[src/rtl/cfg_pkg.sv]
// cfg_pkg: shared constants and state type for the config chain master.
package cfg_pkg;
  localparam int CFG_N_WORDS = 12;
  localparam int CFG_STAGES_PER_DENDRITE = 3;
  typedef enum logic [1:0] {IDLE, LOW, HIGH} cfg_state_t;
endpackage

[src/rtl/fp.sv]
// fp: shared fixed-point word type used across the dendrite datapath.
package fp;
  localparam int WORD_LENGTH = 16;
  typedef logic [WORD_LENGTH-1:0] fpType;
endpackage

[src/rtl/config_if.sv]
// config_if: parameter shift chain link (shift clock plus data word).
interface config_if;
  logic data_clk;
  fp::fpType data_in;
  modport master(output data_clk, data_in);
  modport slave(input data_clk, data_in);
endinterface

[src/rtl/cfg_clk_gen.sv]
// cfg_clk_gen: divides clk into data_clk phases of CLK_DIV cycles with rise/fall strobes.
module cfg_clk_gen #(
  parameter int CLK_DIV = 2
) (
  input  logic clk,
  input  logic reset,
  input  logic run,
  output logic data_clk,
  output logic rise,
  output logic fall
);
  localparam int CW = CLK_DIV > 1 ? $clog2(CLK_DIV) : 1;
  logic [CW-1:0] cnt;
  logic last;
  assign last = cnt == CW'(CLK_DIV - 1);
  // Strobes fire in the last cycle of a phase, so they coincide with the toggling edge.
  assign rise = run && !data_clk && last;
  assign fall = run && data_clk && last;
  always_ff @(posedge clk) begin
    if (reset || !run) begin
      cnt <= '0;
      data_clk <= 1'b0;
    end else if (last) begin
      cnt <= '0;
      data_clk <= !data_clk;
    end else begin
      cnt <= cnt + 1'b1;
    end
  end
endmodule

[src/rtl/config_chain_master.sv]
// config_chain_master: shifts a host-written parameter image into the config chain.
// Optional CFG_READBACK_EN captures the words returning from the chain tail.
module config_chain_master
  import cfg_pkg::*;
#(
  parameter int N_WORDS = CFG_N_WORDS,
  parameter int CLK_DIV = 2,
  parameter int AW = $clog2(N_WORDS)
) (
  input  logic clk,
  input  logic reset,
  input  logic wr_en,
  input  logic [AW-1:0] wr_addr,
  input  logic [fp::WORD_LENGTH-1:0] wr_data,
  input  logic start,
  output logic busy,
  output logic done,
  config_if.master cfg_out,
  input  logic [fp::WORD_LENGTH-1:0] cfg_ret,
  input  logic [AW-1:0] rd_addr,
  output logic [fp::WORD_LENGTH-1:0] rd_data
);
  localparam int WL = fp::WORD_LENGTH;
  localparam logic [AW:0] NW = (AW+1)'(N_WORDS);
  cfg_state_t state, state_d;
  logic [AW-1:0] idx, idx_d;
  logic [WL-1:0] data_q, data_d;
  logic done_d, wr_ok, data_clk, rise, fall;
  logic [WL-1:0] image [N_WORDS];
  logic [WL-1:0] top_word;
  assign busy = state != IDLE;
  assign wr_ok = !busy && wr_en && ({1'b0, wr_addr} < NW);
  // Forward a same-cycle write of the first-shifted word so start sees it.
  assign top_word = (wr_ok && wr_addr == AW'(N_WORDS - 1)) ? wr_data : image[N_WORDS-1];
  cfg_clk_gen #(.CLK_DIV(CLK_DIV)) u_clk_gen (
    .clk(clk),
    .reset(reset),
    .run(busy),
    .data_clk(data_clk),
    .rise(rise),
    .fall(fall)
  );
  assign cfg_out.data_clk = data_clk;
  assign cfg_out.data_in = data_q;
  always_comb begin
    state_d = state;
    idx_d = idx;
    data_d = data_q;
    done_d = 1'b0;
    if (state == IDLE) begin
      if (start) begin
        state_d = LOW;
        idx_d = AW'(N_WORDS - 1);
        data_d = top_word;
      end
    end else if (state == LOW) begin
      state_d = rise ? HIGH : LOW;
    end else if (fall) begin
      if (idx == '0) begin
        state_d = IDLE;
        done_d = 1'b1;
        data_d = '0;
      end else begin
        state_d = LOW;
        idx_d = idx - 1'b1;
        data_d = image[idx - 1'b1];
      end
    end
  end
  always_ff @(posedge clk) begin
    if (reset) begin
      state <= IDLE;
      idx <= '0;
      data_q <= '0;
      done <= 1'b0;
    end else begin
      state <= state_d;
      idx <= idx_d;
      data_q <= data_d;
      done <= done_d;
    end
  end
  always_ff @(posedge clk) begin
    if (reset) begin
      for (int i = 0; i < N_WORDS; i++) image[i] <= '0;
    end else if (wr_ok) begin
      image[wr_addr] <= wr_data;
    end
  end
`ifdef CFG_READBACK_EN
  logic [WL-1:0] rb [N_WORDS];
  // The tail word is taken on the edge that raises data_clk, before the chain shifts.
  always_ff @(posedge clk) begin
    if (reset) begin
      for (int i = 0; i < N_WORDS; i++) rb[i] <= '0;
    end else if (rise) begin
      rb[idx] <= cfg_ret;
    end
  end
  assign rd_data = ({1'b0, rd_addr} < NW) ? rb[rd_addr] : '0;
`else
  logic unused_rb;
  assign unused_rb = ^{cfg_ret, rd_addr};
  assign rd_data = '0;
`endif
endmodule

[src/flat_wrapper.sv]
// flat-port wrapper written by rule: the top's interface ports become plain ports
module config_chain_master_flat import cfg_pkg::*;
#(
  parameter int N_WORDS = CFG_N_WORDS,
  parameter int CLK_DIV = 2,
  parameter int AW = $clog2(N_WORDS)
)
  (clk, reset, wr_en, wr_addr, wr_data, start, busy, done, cfg_ret, rd_addr, rd_data, cfg_out_data_clk, cfg_out_data_in);
  config_if cfg_out_i ();
  input  logic clk;
  input  logic reset;
  input  logic wr_en;
  input  logic [AW-1:0] wr_addr;
  input  logic [fp::WORD_LENGTH-1:0] wr_data;
  input  logic start;
  output logic busy;
  output logic done;
  input  logic [fp::WORD_LENGTH-1:0] cfg_ret;
  input  logic [AW-1:0] rd_addr;
  output logic [fp::WORD_LENGTH-1:0] rd_data;
  output wire logic [$bits(cfg_out_i.data_clk)-1:0] cfg_out_data_clk;
  output wire logic [$bits(cfg_out_i.data_in)-1:0] cfg_out_data_in;
  assign cfg_out_data_clk = cfg_out_i.data_clk;
  assign cfg_out_data_in = cfg_out_i.data_in;
  config_chain_master #(.N_WORDS(N_WORDS), .CLK_DIV(CLK_DIV), .AW(AW)) u_core (.clk(clk), .reset(reset), .wr_en(wr_en), .wr_addr(wr_addr), .wr_data(wr_data), .start(start), .busy(busy), .done(done), .cfg_out(cfg_out_i), .cfg_ret(cfg_ret), .rd_addr(rd_addr), .rd_data(rd_data));
endmodule
[config.mk]
export PLATFORM = sky130hd
export DESIGN_NAME = config_chain_master_flat
export DESIGN_NICKNAME = d
export VERILOG_FILES = /design/src/rtl/cfg_pkg.sv /design/src/rtl/fp.sv /design/src/rtl/config_if.sv /design/src/rtl/cfg_clk_gen.sv /design/src/rtl/config_chain_master.sv /design/src/flat_wrapper.sv
export SDC_FILE = /design/constraint.sdc
export NUM_CORES = 1
export LEC_CHECK = 0
export ABC_CLOCK_PERIOD_IN_PS = 3000
export CAP_MARGIN = 20
export CELL_PAD_IN_SITES_DETAIL_PLACEMENT = 2
export CELL_PAD_IN_SITES_GLOBAL_PLACEMENT = 2
export CORE_MARGIN = 5
export CORE_UTILIZATION = 45
export CTS_BUF_LIST = sky130_fd_sc_hd__clkbuf_8
export DETAILED_ROUTE_END_ITERATION = 10
export GPL_TIMING_DRIVEN = 1
export PLACE_DENSITY_LB_ADDON = 0.1
export SYNTH_ARGS = -nofsm -noshare
export SYNTH_HDL_FRONTEND = slang
export SYNTH_SLANG_ARGS = --single-unit
[constraint.sdc]
create_clock -name clk -period 3 [get_ports clk]
set_input_delay 0.6 -clock clk [delete_from_list [all_inputs] [get_ports clk]]
set_output_delay 0.6 -clock clk [all_outputs]
set_load 0.01 [all_outputs]
==> impl_metrics.yaml, run 1 <==
clock_network:
  cts_tree: "yes"
  clockBufferDepth: 3
  root_buffer: "clkbuf_8"
  post_cts_buffers: 0
  clock_latency_ns: 0.57
  cts_buffers: 50
  hold_buffers: 0
  cts_sinks: 281
  post_cts_resized: 0
  htree_levels: 2
  path_clk_slew_ns: 0.06
logic_synthesis:
  yosys_register_bits: 281
  synthAdderAreaFrac_pct: 0.0974
  synthCells: 848
  synth_flop_cell: "edfxtp_1"
  synth-xor-area-share_pct: 0.195
  synth_top_family_by_area: "simple AND/OR/NAND/NOR gates"
  ys_warn_count: 0
  yosysSeqAreaShare_pct: 63.7
  netlist.top_cell.by_area: "edfxtp_1"
  synthSimpleGateAreaFrac_pct: 14.6
  ys_top_cells_by_area: "edfxtp_1 (60%), mux4_2 (11%), and2_1 (8.6%)"
  ys_async_sr_fraction_pct: 0
  synth_compound_area_share_pct: 4.92
  syn_avg_cell_area_sq_um: 15.2
  syn-cell-area_sq_um: 12900
  synth_edf_count: 256
  synth_top_area_share_pct: 59.8
  synth_cell_types: 50
  muxShareOfSynthArea_pct: 12.5
final_layout:
  layout.cells.non_filler: 1400
  layout-drive-gt1-share_pct: 20.2
  final_core_util_pct: 53.2
  n_fill_cell: 2638
  fin_nets: 1028
  syn2layout_area_growth_pct: 15.9
  antenna_cells: 0
route:
  ant_nets: 0
  drc: 0
  drtIter0Drc: 473
  via_per_inst: 5.62
  vias: 7868
  post_drt_wl_per_cell_um: 26.3
  firstDrtPassIters: 5
  wl_mm: 36.9
floorplan:
  coreArea_sq_um: 28000
  start_util_pct: 45.9
  die_w_um: 179
  ios: 79
  row_count: 61
  die_h_um: 179
  design.die.area_sq_um: 32000
power:
  peakVddDrop_v: 0.000518
  p_total_mw: 9.03
  p_per_area_nw_per_um2: 606
  p_leak_nw: 5.59
timing:
  final-setup-viol-count: 0
  fin_crit_sh_pct: 93.7
  max-slew-margin-rel_pct: 45.7
  max_freq_mhz: 356
  finalCriticalPeriod_ns: 2.81
  tightest_slew_ns: 0.815
  finalMaxSlewViolations: 0
  hold_viol_final: 0
  clock_skew_ns: 0.0124
  holdWs_ns: 0.537
  worst_slack_ns: 0.189
  rsz0062_at_grt: "false"
worst_setup_path:
  crit_required_ns: 2.40
  criticalPathCategory: "register to primary output"
  start_kind: "register"
  rr_startpoint: "u_core.state[1]"
  critPathLaunch: "u_core.state[1]"
  setup.worst_path.end_class: "primary output"
  critPathMaxFanout: 9
  worstPathArrival_ns: 2.21
grt:
  grt_pass1_vias: 9160
  gr-usage-all-layers_pct: 23.8
  grt_max_degree: 51
  grt_pass1_wl_mm: 56.2
  gr-total-overflow: 0
  antenna_found_initial: 2
status:
  status: "completed"
min_path:
  hp-class: "register to register"
  min_from: "u_core.cfg_out.data_in[10]"
flow_run:
  maxCapViolCount: 0
placed_design:
  gp_congestion: 0.767
  post-dp-hpwl_mm: 24.0
  place_ws_ns: -0.0497
  io_buffer_count: 42
  dp_cells: 1309
==> state kept, by name (all words and copies together) (netlist names) <==
signal                     count
u_core.done                    1
u_core.u_clk_gen.cnt           1
u_core.idx                     4
u_core.cfg_out.data_in        16
u_core.image                 256
u_core.state                   2
u_core.u_clk_gen.data_clk      1
==> cell usage after synthesis, types with 3 or more instances <==
master / count
a211oi_1: 19
a21oi_1: 4
a22oi_1: 15
a311oi_1: 15
and2_1: 176
and3_1: 20
and4_1: 16
buf_2: 19
buf_4: 19
clkbuf_1: 41
dfxtp_1: 25
edfxtp_1: 256
inv_1: 21
mux2_2: 15
mux4_2: 64
nand2_1: 5
nor2_1: 27
nor2_4: 3
nor3_1: 4
nor4_1: 15
o21ai_0: 4
o21bai_1: 15
or2_2: 11
==> worst max-delay path, cell delays in order, from the launching register on <==
cell and delay [ns]:
dfxtp_1 0.51, nor2_1 0.11, inv_1 0.38, clkdlybuf4s50_1 0.65
==> through the flow <==
step / setup TNS, ns / instance area [sq um]
after global placement: 0 / 14000
after CTS: 0 / 14900
after detailed placement: -1.36 / 14000
after global routing: 0 / 14900
final: 0 / 14900
after floorplan: 0 / 13100
==> cells by family after synthesis <==
kind of cell,Yosys count
AND/OR/NAND/NOR,295
flip-flops,281
buffers and inverters,105
AO/OA/AOI/OAI,84
multiplexers,79
XOR/XNOR,2
adder cells (fa/ha/maj),1
other,1
==> final timing paths <==
kind | end | slack, ns | depth (start not counted)
worst max register to register | u_core.cfg_out.data_in[9] | 0.38 | 5
worst max-delay path | busy | 0.19 | 3
worst min-delay path | u_core.cfg_out.data_in[10] | 0.54 | 2
worst min register to register | u_core.cfg_out.data_in[10] | 0.54 | 2
==> placed cells by master, fill, tap and decap left out, types with 2 or more instances in the layout <==
cell type,netlist,layout
a211oi_1,19,19
a21boi_0,2,2
a21oi_1,4,4
a22oi_1,15,15
a311oi_1,15,15
a31oi_1,2,2
and2_1,176,176
and3_1,20,20
and4_1,16,16
buf_12,0,2
buf_4,19,44
clkbuf_8,0,52
clkdlybuf4s50_1,0,42
clkinv_1,0,6
conb_1,1,80
dfxtp_1,25,24
edfxtp_1,256,256
inv_1,21,51
mux2_2,15,15
mux4_2,64,64
nand2_1,5,5
nand2b_1,2,2
nand3_1,2,2
nand3b_1,2,2
nor2_1,27,27
nor2_4,3,3
nor3_1,4,4
nor3_2,2,2
nor3b_1,2,2
nor4_1,15,15
o211ai_1,2,2
o21ai_0,4,4
o21bai_1,15,15
o31ai_1,2,2
or2_2,11,11
or3b_2,2,2
==> where the power goes <==
part | switching (mW) | internal [mW]
Sequential | 0.0903 | 4.48
Clock | 1.58 | 1.68
Combinational | 0.684 | 0.511
==> per-layer routing <==
metal	track usage (%)	routed length (um)	up-vias
met4	7.04	805	0
met1	29.0	14700	4175
met3	4.13	1940	67
met5	0	0	-
met2	43.3	19500	213
li1	-	-	3413
==> area by class of cell <==
class	instances	area, sq um	area share [%]
flip-flops and latches	281	8190	55.0
multi-input cells	541	4470	30.0
repair buffers	88	791	5.31
clock buffers	52	716	4.81
well taps	378	473	3.18
clock inverters	39	178	1.19
inverters	21	78.8	0.529
Power figures use the tool's default switching activity.
==> run 2, diff against run 1 <==
Settings changed: ABC_CLOCK_PERIOD_IN_PS 3000 to 3100, SLEW_MARGIN from default to 20.
Clock period 3 ns to 3.1 ns, I/O delays scaled along.
==> run 2 against run 1 <==
Die area stayed put. Critical path depth is 3 higher. First-iteration DRC count is 7.0% higher. Sequential cell count stayed put. Largest cell class unchanged. Sequential power is 3% lower. Critical endpoint is now u_core.cfg_out.data_in[8].
==> impl_metrics.yaml, run 2 (synthesized netlist as in run 1, its figures left out) <==
status:
  status: "completed"
final_layout:
  n_fill_cell: 2615
  regMostFlops: "u_core.image"
  syn2layout_area_growth_pct: 15.4
  final_area_sq_um: 14800
  antenna_cells: 0
  mostFrequentLayoutCell: "edfxtp_1"
  fin_nets: 1026
  final_core_util_pct: 52.9
  final_cell_mix: "edfxtp_1 (256), and2_1 (176), conb_1 (80), mux4_2 (64), clkbuf_8 (52)"
  largest_reg_flops: 256
  layout-drive-gt1-share_pct: 20.6
route:
  wl_mm: 36.5
  drc: 0
  drtIter0Drc: 506
  vias: 7804
  via_per_inst: 5.61
  firstDrtPassIters: 5
  post_drt_wl_per_cell_um: 26.2
  ant_nets: 0
worst_setup_path:
  critPathMaxFanout: 32
  crit_required_ns: 3.52
  worst_r2r_path_depth: 6
  criticalPathCategory: "register to register"
  worstPathArrival_ns: 3.09
  start_kind: "register"
  setup.worst_path.end_class: "register"
floorplan:
  die_h_um: 179
  ios: 79
  row_count: 61
  coreArea_sq_um: 28000
  die_w_um: 179
  design.die.area_sq_um: 32000
  start_util_pct: 45.9
power:
  p_per_area_nw_per_um2: 580
  peakVddDrop_v: 0.000334
  p_leak_nw: 5.53
timing:
  max-slew-margin-rel_pct: 45.7
  hold_viol_final: 0
  final-setup-viol-count: 0
  finalCriticalPeriod_ns: 2.67
  tightest_slew_ns: 0.815
  finalMaxSlewViolations: 0
  rsz0062_at_grt: "false"
  fin_crit_sh_pct: 86.0
  max_freq_mhz: 375
  finalSetupTns_ns: 0
  clock_skew_ns: 0.0193
placed_design:
  post-dp-hpwl_mm: 24.2
  io_buffer_count: 42
  place_area_sq_um: 14000
  gp_congestion: 0.786
clock_network:
  cts_sinks: 281
  hold_buffers: 0
  clock_latency_ns: 0.56
  root_buffer: "clkbuf_8"
  clockBufferDepth: 3
  path_clk_slew_ns: 0.06
  cts_buffers: 48
  post_cts_resized: 0
  htree_levels: 2
  post_cts_buffers: 0
  cts_tree: "yes"
grt:
  grt_max_degree: 38
  grt_pass1_vias: 8770
  grt_pass1_wl_mm: 54.8
  gr-total-overflow: 0
  antenna_found_initial: 0
  gr-usage-all-layers_pct: 23.2
min_path:
  hp-class: "register to register"
  min_path_cells: 2
flow_run:
  maxCapViolCount: 0
[run 2: power by group]
group | total (mW) | leakage [nW] | switching, mW | internal [mW]
clock | 3.02 | 0.496 | 1.49 | 1.53
sequential | 4.43 | 2.82 | 0.0888 | 4.34
combinational | 1.15 | 2.21 | 0.656 | 0.490
[run 2: critical path, stage by stage, from the launching register on]
cell and delay (ns):
dfxtp_1 0.38, inv_1 0.09, ha_4 0.52, buf_4 0.51, mux4_2 0.38, a22oi_1 0.46, a311oi_1 0.18
[run 2: layer usage]
layer | vias up | wire, um | GRT usage (%) | share of wire, %
met4 | 0 | 744 | 6.17 | 2.0
met2 | 211 | 19200 | 41.5 | 53
met5 | - | 0 | 0 | 0
li1 | 3404 | - | - | -
met1 | 4125 | 14900 | 29.2 | 41
met3 | 64 | 1640 | 4.03 | 4.5
[run 2: cell type report]
| cell class | count | area [sq um] | area share (%) |
|---|---|---|---|
| sequential | 281 | 8190 | 55.2 |
| multi-input combinational | 541 | 4470 | 30.1 |
| timing repair buffer | 88 | 778 | 5.25 |
| clock inverter | 30 | 124 | 0.835 |
| inverter | 21 | 78.8 | 0.532 |
| tap | 378 | 473 | 3.19 |
| clock buffer | 52 | 716 | 4.83 |
[run 2: final timing paths]
check,to,from,slack [ns]
setup / recovery,u_core.cfg_out.data_in[8],u_core.idx[1],0.43
hold / removal,u_core.cfg_out.data_in[11],u_core.cfg_out.data_in[11],0.55
setup reg to reg,u_core.cfg_out.data_in[8],u_core.idx[1],0.43
hold reg to reg,u_core.cfg_out.data_in[11],u_core.cfg_out.data_in[11],0.55
[run 2: stage by stage]
stage	instances	setup WS (ns)	hold slack, ns	power (mW)
after CTS	1391	0.447	0.545	8.69
after detailed placement	1309	-0.0448	0.536	5.65
final	1391	0.433	0.547	8.59
after global placement	1309	0.0898	0.488	5.57
after global routing	1391	0.301	0.578	8.95
after floorplan	927	0.371	0.466	5.18
